## src/rtl/sqrt_pkg.sv

```systemverilog
// Constants shared by the sqrt table writer and the magnitude stage that reads the table,
// so both sides derive the same address mapping and saturation value.
package sqrt_pkg;

    localparam int DATA_WIDTH_DEF = 8;
    localparam int SHIFT_DEF      = 13;

    typedef enum logic [2:0] {
        S_IDLE,
        S_LOAD,
        S_ITER,
        S_WRITE,
        S_DONE
    } state_e;

    // Reader forms its address as (gx^2 + gy^2) >> shift.
    function automatic int addr_width(input int data_width, input int shift);
        return 2 * data_width + 1 - shift;
    endfunction

    function automatic int sat_max(input int data_width);
        return (1 << data_width) - 1;
    endfunction

endpackage

```

## src/rtl/sqrt_table_writer_if.sv

```systemverilog
// Start/status handshake plus the table RAM write port.
interface sqrt_table_writer_if #(
    parameter int DATA_WIDTH = sqrt_pkg::DATA_WIDTH_DEF,
    parameter int ADDR_WIDTH = sqrt_pkg::addr_width(sqrt_pkg::DATA_WIDTH_DEF, sqrt_pkg::SHIFT_DEF)
);
    logic                  start;
    logic                  busy;
    logic                  done;
    logic                  mem_we;
    logic [ADDR_WIDTH-1:0] mem_addr;
    logic [DATA_WIDTH-1:0] mem_din;

    modport master (input start, output busy, done, mem_we, mem_addr, mem_din);
    modport slave  (output start, input busy, done, mem_we, mem_addr, mem_din);
endinterface

```

## src/rtl/sqrt_iter.sv

```systemverilog
// Bit-serial restoring square root, one root bit per cycle, MSB first.
// root/valid are the post-step values: valid is high in the cycle whose edge completes the last step.
module sqrt_iter
    import sqrt_pkg::*;
#(
    parameter int DATA_WIDTH = DATA_WIDTH_DEF
) (
    input  logic                  clk,
    input  logic                  rst,
    input  logic                  load,
    input  logic [2*DATA_WIDTH:0] radicand,
    output logic [DATA_WIDTH:0]   root,
    output logic                  valid
);
    localparam int ROOT_W = DATA_WIDTH + 1;
    localparam int PAIR_W = 2 * ROOT_W;
    localparam int REM_W  = DATA_WIDTH + 3;
    localparam int CNT_W  = $clog2(ROOT_W + 1);

    logic [PAIR_W-1:0] rad_q, rad_d;
    logic [REM_W-1:0]  rem_q, rem_d;
    logic [ROOT_W-1:0] root_q, root_d;
    logic [CNT_W-1:0]  cnt_q, cnt_d;
    logic              run_q, run_d;
    logic [REM_W+1:0]  rem_sh, trial;

    always_comb begin
        rad_d  = rad_q;
        rem_d  = rem_q;
        root_d = root_q;
        cnt_d  = cnt_q;
        run_d  = run_q;
        valid  = 1'b0;
        rem_sh = {rem_q, rad_q[PAIR_W-1 -: 2]};
        trial  = (REM_W+2)'({root_q, 2'b01});
        if (load) begin
            // Zero-extend to an even width so the radicand splits into whole bit pairs.
            rad_d  = PAIR_W'(radicand);
            rem_d  = '0;
            root_d = '0;
            cnt_d  = '0;
            run_d  = 1'b1;
        end else if (run_q) begin
            rad_d = rad_q << 2;
            if (rem_sh >= trial) begin
                rem_d  = REM_W'(rem_sh - trial);
                root_d = {root_q[ROOT_W-2:0], 1'b1};
            end else begin
                rem_d  = REM_W'(rem_sh);
                root_d = {root_q[ROOT_W-2:0], 1'b0};
            end
            cnt_d = cnt_q + 1'b1;
            if (cnt_q == CNT_W'(ROOT_W - 1)) begin
                run_d = 1'b0;
                valid = 1'b1;
            end
        end
    end

    assign root = root_d;

    always_ff @(posedge clk) begin
        if (rst) begin
            rad_q  <= '0;
            rem_q  <= '0;
            root_q <= '0;
            cnt_q  <= '0;
            run_q  <= 1'b0;
        end else begin
            rad_q  <= rad_d;
            rem_q  <= rem_d;
            root_q <= root_d;
            cnt_q  <= cnt_d;
            run_q  <= run_d;
        end
    end

endmodule

```

## src/rtl/sqrt_table_writer.sv

```systemverilog
// Walks every table address once per start, writing the saturated floor-sqrt of each
// bin-midpoint radicand; done pulses after the last entry.
module sqrt_table_writer
    import sqrt_pkg::*;
#(
    parameter int DATA_WIDTH = DATA_WIDTH_DEF,
    parameter int SHIFT      = SHIFT_DEF,
    parameter int ADDR_WIDTH = addr_width(DATA_WIDTH, SHIFT)
) (
    input logic                 clk,
    input logic                 rst,
    sqrt_table_writer_if.master bus
);
    state_e                state_q, state_d;
    logic [ADDR_WIDTH-1:0] addr_q, addr_d;
    logic                  busy_q, busy_d;
    logic                  done_q, done_d;
    logic                  mem_we_q, mem_we_d;
    logic [ADDR_WIDTH-1:0] mem_addr_q, mem_addr_d;
    logic [DATA_WIDTH-1:0] mem_din_q, mem_din_d;

    logic                  iter_load;
    logic                  iter_valid;
    logic [DATA_WIDTH:0]   iter_root;
    logic [2*DATA_WIDTH:0] radicand;

    // Bin midpoint: address in the high bits, a single one just below the shifted-out field.
    assign radicand = {addr_q, 1'b1, {(SHIFT-1){1'b0}}};

    sqrt_iter #(.DATA_WIDTH(DATA_WIDTH)) u_iter (
        .clk      (clk),
        .rst      (rst),
        .load     (iter_load),
        .radicand (radicand),
        .root     (iter_root),
        .valid    (iter_valid)
    );

    always_comb begin
        state_d    = state_q;
        addr_d     = addr_q;
        busy_d     = busy_q;
        done_d     = 1'b0;
        mem_we_d   = 1'b0;
        mem_addr_d = mem_addr_q;
        mem_din_d  = mem_din_q;
        iter_load  = 1'b0;
        case (state_q)
            S_IDLE: if (bus.start) begin
                state_d = S_LOAD;
                addr_d  = '0;
                busy_d  = 1'b1;
            end
            S_LOAD: begin
                iter_load = 1'b1;
                state_d   = S_ITER;
            end
            S_ITER: if (iter_valid) begin
                state_d    = S_WRITE;
                mem_we_d   = 1'b1;
                mem_addr_d = addr_q;
                mem_din_d  = iter_root[DATA_WIDTH] ? DATA_WIDTH'(sat_max(DATA_WIDTH))
                                                   : iter_root[DATA_WIDTH-1:0];
            end
            S_WRITE: if (&addr_q) begin
                state_d = S_DONE;
                done_d  = 1'b1;
            end else begin
                state_d = S_LOAD;
                addr_d  = addr_q + 1'b1;
            end
            S_DONE: begin
                state_d = S_IDLE;
                busy_d  = 1'b0;
            end
            default: state_d = S_IDLE;
        endcase
    end

    always_ff @(posedge clk) begin
        if (rst) begin
            state_q    <= S_IDLE;
            addr_q     <= '0;
            busy_q     <= 1'b0;
            done_q     <= 1'b0;
            mem_we_q   <= 1'b0;
            mem_addr_q <= '0;
            mem_din_q  <= '0;
        end else begin
            state_q    <= state_d;
            addr_q     <= addr_d;
            busy_q     <= busy_d;
            done_q     <= done_d;
            mem_we_q   <= mem_we_d;
            mem_addr_q <= mem_addr_d;
            mem_din_q  <= mem_din_d;
        end
    end

    assign bus.busy     = busy_q;
    assign bus.done     = done_q;
    assign bus.mem_we   = mem_we_q;
    assign bus.mem_addr = mem_addr_q;
    assign bus.mem_din  = mem_din_q;

endmodule

```

## src/flat_wrapper.sv

```systemverilog
// flat-port wrapper written by rule: the top's interface ports become plain ports
module sqrt_table_writer_flat import sqrt_pkg::*;
#(
    parameter int DATA_WIDTH = DATA_WIDTH_DEF,
    parameter int SHIFT      = SHIFT_DEF,
    parameter int ADDR_WIDTH = addr_width(DATA_WIDTH, SHIFT)
)
  (clk, rst, bus_start, bus_busy, bus_done, bus_mem_we, bus_mem_addr, bus_mem_din);
  sqrt_table_writer_if #(.DATA_WIDTH(DATA_WIDTH), .ADDR_WIDTH(ADDR_WIDTH)) bus_i ();
  input logic clk;
  input logic rst;
  input wire logic [$bits(bus_i.start)-1:0] bus_start;
  output wire logic [$bits(bus_i.busy)-1:0] bus_busy;
  output wire logic [$bits(bus_i.done)-1:0] bus_done;
  output wire logic [$bits(bus_i.mem_we)-1:0] bus_mem_we;
  output wire logic [$bits(bus_i.mem_addr)-1:0] bus_mem_addr;
  output wire logic [$bits(bus_i.mem_din)-1:0] bus_mem_din;
  assign bus_i.start = bus_start;
  assign bus_busy = bus_i.busy;
  assign bus_done = bus_i.done;
  assign bus_mem_we = bus_i.mem_we;
  assign bus_mem_addr = bus_i.mem_addr;
  assign bus_mem_din = bus_i.mem_din;
  sqrt_table_writer #(.DATA_WIDTH(DATA_WIDTH), .SHIFT(SHIFT), .ADDR_WIDTH(ADDR_WIDTH)) u_core (.clk(clk), .rst(rst), .bus(bus_i));
endmodule
```

## config.mk

```make
export PLATFORM = sky130hd
export DESIGN_NAME = sqrt_table_writer_flat
export DESIGN_NICKNAME = d
export VERILOG_FILES = /design/src/rtl/sqrt_pkg.sv /design/src/rtl/sqrt_table_writer_if.sv /design/src/rtl/sqrt_iter.sv /design/src/rtl/sqrt_table_writer.sv /design/src/flat_wrapper.sv
export SDC_FILE = /design/constraint.sdc
export NUM_CORES = 1
export LEC_CHECK = 0
export BUFFER_PORTS_ARGS = -buffer_cell sky130_fd_sc_hd__buf_2
export CORE_MARGIN = 2
export CORE_UTILIZATION = 40
export CTS_BUF_LIST = sky130_fd_sc_hd__clkbuf_8
export DETAILED_ROUTE_END_ITERATION = 8
export PLACE_DENSITY_LB_ADDON = 0.05
export SYNTH_ARGS = -nofsm -noshare
export SYNTH_HDL_FRONTEND = slang
export SYNTH_SLANG_ARGS = --single-unit
export TNS_END_PERCENT = 5
```

## constraint.sdc

```tcl
create_clock -name clk -period 4.55 [get_ports clk]
set_clock_uncertainty 0.1 [all_clocks]
set_input_delay 0.455 -clock clk [delete_from_list [all_inputs] [get_ports clk]]
set_output_delay 0.455 -clock clk [all_outputs]
set_load 0.03 [all_outputs]
```

==> results by group <==
Status
  • Status: completed

Timing
  • Max Slew Vio Count: 0
  • Min Hold Slack: 0.380 ns
  • Crit path time final: 2.71 ns
  • Final worst-path cycle share: 0.597
  • Worst rel slew slack: 0.382
  • Worst Setup Slack, final: 1.84 ns
  • Final-report hold violation count: 0
  • Final setup fails: 0
  • Setup_tns: 0 ns
  • Worst slew pin tran: 0.923 ns
  • RSZ-0062 raised after global routing: no
  • Max Fclk: 368 MHz

Power and ir drop
  • Maximum VDD drop: 196 uV
  • Static Leak: between 1 and 1.5 nW
  • PwrDens: 367 nW/um^2

Synthesis
  • EDFF count, synth: 0
  • Avg Cell Area, Syn: 8.52 um^2
  • Syn. warnings: 0
  • #FFs+latches synth: 53
  • Async SR Flop Fraction: 0
  • Seq/Total Area, Yosys: 0.365
  • Synth top cells by count: dfxtp_1, nor2_1, nand2_1, o21ai_0, clkbuf_1
  • Ys flop type: dfxtp_1
  • Largest cells by area after synthesis: dfxtp_1, ha_1, mux2i_1, nor2_1, o21ai_0
  • Syn Nets: 358
  • Top-area cell type share of the netlist area: 0.365
  • Synth Instances: 341
  • Synth Cell Area: a little under 3000 um^2
  • Count leader, synth: dfxtp_1
  • Leading area contributor after synthesis: dfxtp_1
  • Post-synthesis cell type count: 58

Clock network
  • Clock Path Buffers: 2
  • Worst-path clk slew: 0.10 ns
  • Post-CTS Resized: 0
  • CTS Root Cell: clkbuf_8
  • Setup bufs post-CTS: 0
  • Cts bufs inserted: 5
  • CTS tree: yes
  • Cts hold-fix bufs: 0
  • CTS Sinks: 53
  • CTS H-tree depth: 2
  • Worst-Skew Late Latency: 0.31 ns

Setup path
  • CP Max Fanout: 19
  • Setup crit start kind: flip-flop
  • Critical path arrival: around 2.8 ns
  • Worst path required time: 4.63 ns
  • CP Capture Type: flip-flop
  • Critical setup path kind: reg2reg

Global routing
  • Grt ovf: 0
  • Total Routing Usage GR: 0.172
  • Largest net degree at the start of global routing: 57
  • Vias in the first global route: between 2000 and 2500
  • Initial antenna violation count: 0
  • First-pass GRT wire length: 10.7 mm

Floorplanning
  • Core Area: 7140 um^2
  • Num ports: 18
  • Chip width: 89.2 um
  • Chip Height: 89.2 um
  • Num rows: 31
  • Die area: approximately 8000 um^2
  • Initial core utilization: 0.407

Detailed routing
  • Initial DRC count: 117
  • # DRC: 0
  • Post-route ant nets: 0
  • WL final: 6.35 mm
  • Average wire per standard cell: approximately 14 um
  • Vias per inst: 5.39
  • 1st-pass router iterations: 4
  • Routed via count: 2379

Cells and area
  • Fraction of layout cells with a size suffix above 1: 0.111
  • Diode count: 0
  • Final Util: 0.432
  • P&R area growth vs syn: 6.16%
  • Fin area: 3080 um^2
  • Nets: 358
  • Fillers: 799

Placement
  • Placed Area: 2990 um^2
  • DP Wirelength: 4.44 mm
  • Routability cong.: 0.764
  • Pre-CTS setup slack: 1.85 ns
  • Input/output buffers: 17

Min path
  • Worst hold path type: reg2reg

Job
  • Max-cap violation count: 0
[stage by stage]
step           total power (W)  std cells
2_1_floorplan         0.000821        341
3_3_place_gp          0.000873        433
3_5_place_dp          0.000871        433
4_1_cts                0.00115        441
5_1_grt                0.00121        441
6_report               0.00113        441
[layout by cell type (no fill, tap or decap), types with 4 or more instances in the layout]
cell type / Yosys / routed
clkbuf_8: 0 / 5
nor4_1: 5 / 5
a31oi_1: 4 / 4
nor2b_1: 4 / 4
a21oi_1: 16 / 16
o21ai_0: 22 / 22
xnor2_1: 7 / 7
nand3b_1: 4 / 4
mux2i_1: 16 / 16
nor3b_1: 7 / 7
nand3_1: 6 / 6
nand2_1: 24 / 24
inv_1: 15 / 15
a211oi_1: 12 / 12
nand2b_1: 5 / 5
ha_1: 14 / 14
nor2_1: 42 / 42
dfxtp_1: 53 / 52
nor3_1: 6 / 6
buf_2: 3 / 17
nand4_1: 5 / 5
[final timing paths]
| kind | slack [ns] | cells after the start | to | from |
|---|---|---|---|---|
| worst max-delay path | 1.84 | 7 | u_core.u_iter.rem_q[3]$_SDFFE_PP0P_ | u_core.u_iter.root_q[1]$_SDFF_PP0_ |
| worst min-delay path | 0.38 | 2 | u_core.bus.mem_din[7]$_SDFFE_PP0P_ | u_core.bus.mem_din[7]$_SDFFE_PP0P_ |
| worst max register to register | 1.84 | 7 | u_core.u_iter.rem_q[3]$_SDFFE_PP0P_ | u_core.u_iter.root_q[1]$_SDFF_PP0_ |
| worst min register to register | 0.38 | 2 | u_core.bus.mem_din[7]$_SDFFE_PP0P_ | u_core.bus.mem_din[7]$_SDFFE_PP0P_ |
[logic make-up (layout without fill, tap and decap cells)]
kind of cell             after synthesis  after routing  synth area share
buffers and inverters                 41             42            0.0663
XOR/XNOR                              10             10            0.0301
multiplexers                          17             17            0.0590
flip-flops                            53             53             0.365
AND/OR/NAND/NOR                      126            126             0.226
AO/OA/AOI/OAI                         80             80             0.193
adder cells (fa/ha/maj)               14             14            0.0603
[registers in the layout, indices dropped and copies added (netlist names)]
name                  cells
u_core.bus.mem_din        8
u_core.bus.mem_we         1
u_core.bus.done           1
u_core.u_iter.rad_q       6
u_core.u_iter.root_q      9
u_core.u_iter.cnt_q       4
u_core.bus.busy           1
u_core.bus.mem_addr       4
u_core.state_q            3
u_core.u_iter.rem_q      11
u_core.addr_q             4
u_core.u_iter.run_q       1
[per-layer routing]
metal  track usage  wire, um  up-vias
met5             0         0        -
met4        0.0366        62        0
met3        0.0332       124        8
met2         0.275      3020       34
met1         0.240      3140     1111
li1              -         -     1226
[final cells by class]
class / count / area (um^2) / area share
well taps: 99 / 124 / 0.0402
inverters: 15 / 56.3 / 0.0183
clock buffers: 5 / 68.8 / 0.0223
clock inverters: 3 / 21.3 / 0.00690
repair buffers: 19 / 100 / 0.0325
multi-input cells: 247 / 1650 / 0.535
flip-flops and latches: 53 / 1060 / 0.344
[report_power, final]
part / switching, W / internal, W
sequential: 0.0000214 / 0.000485
combinational: 0.000202 / 0.000152
clock: 0.000163 / 0.000110
[worst max-delay path, stage by stage (launching register included)]
cell	delay, ns
dfxtp_1	0.34
inv_1	0.06
ha_1	0.34
or3_2	0.47
o221a_4	0.16
a221oi_4	0.78
mux2i_1	0.26
a21oi_1	0.08
No activity file was read; power rests on OpenSTA's default activity.
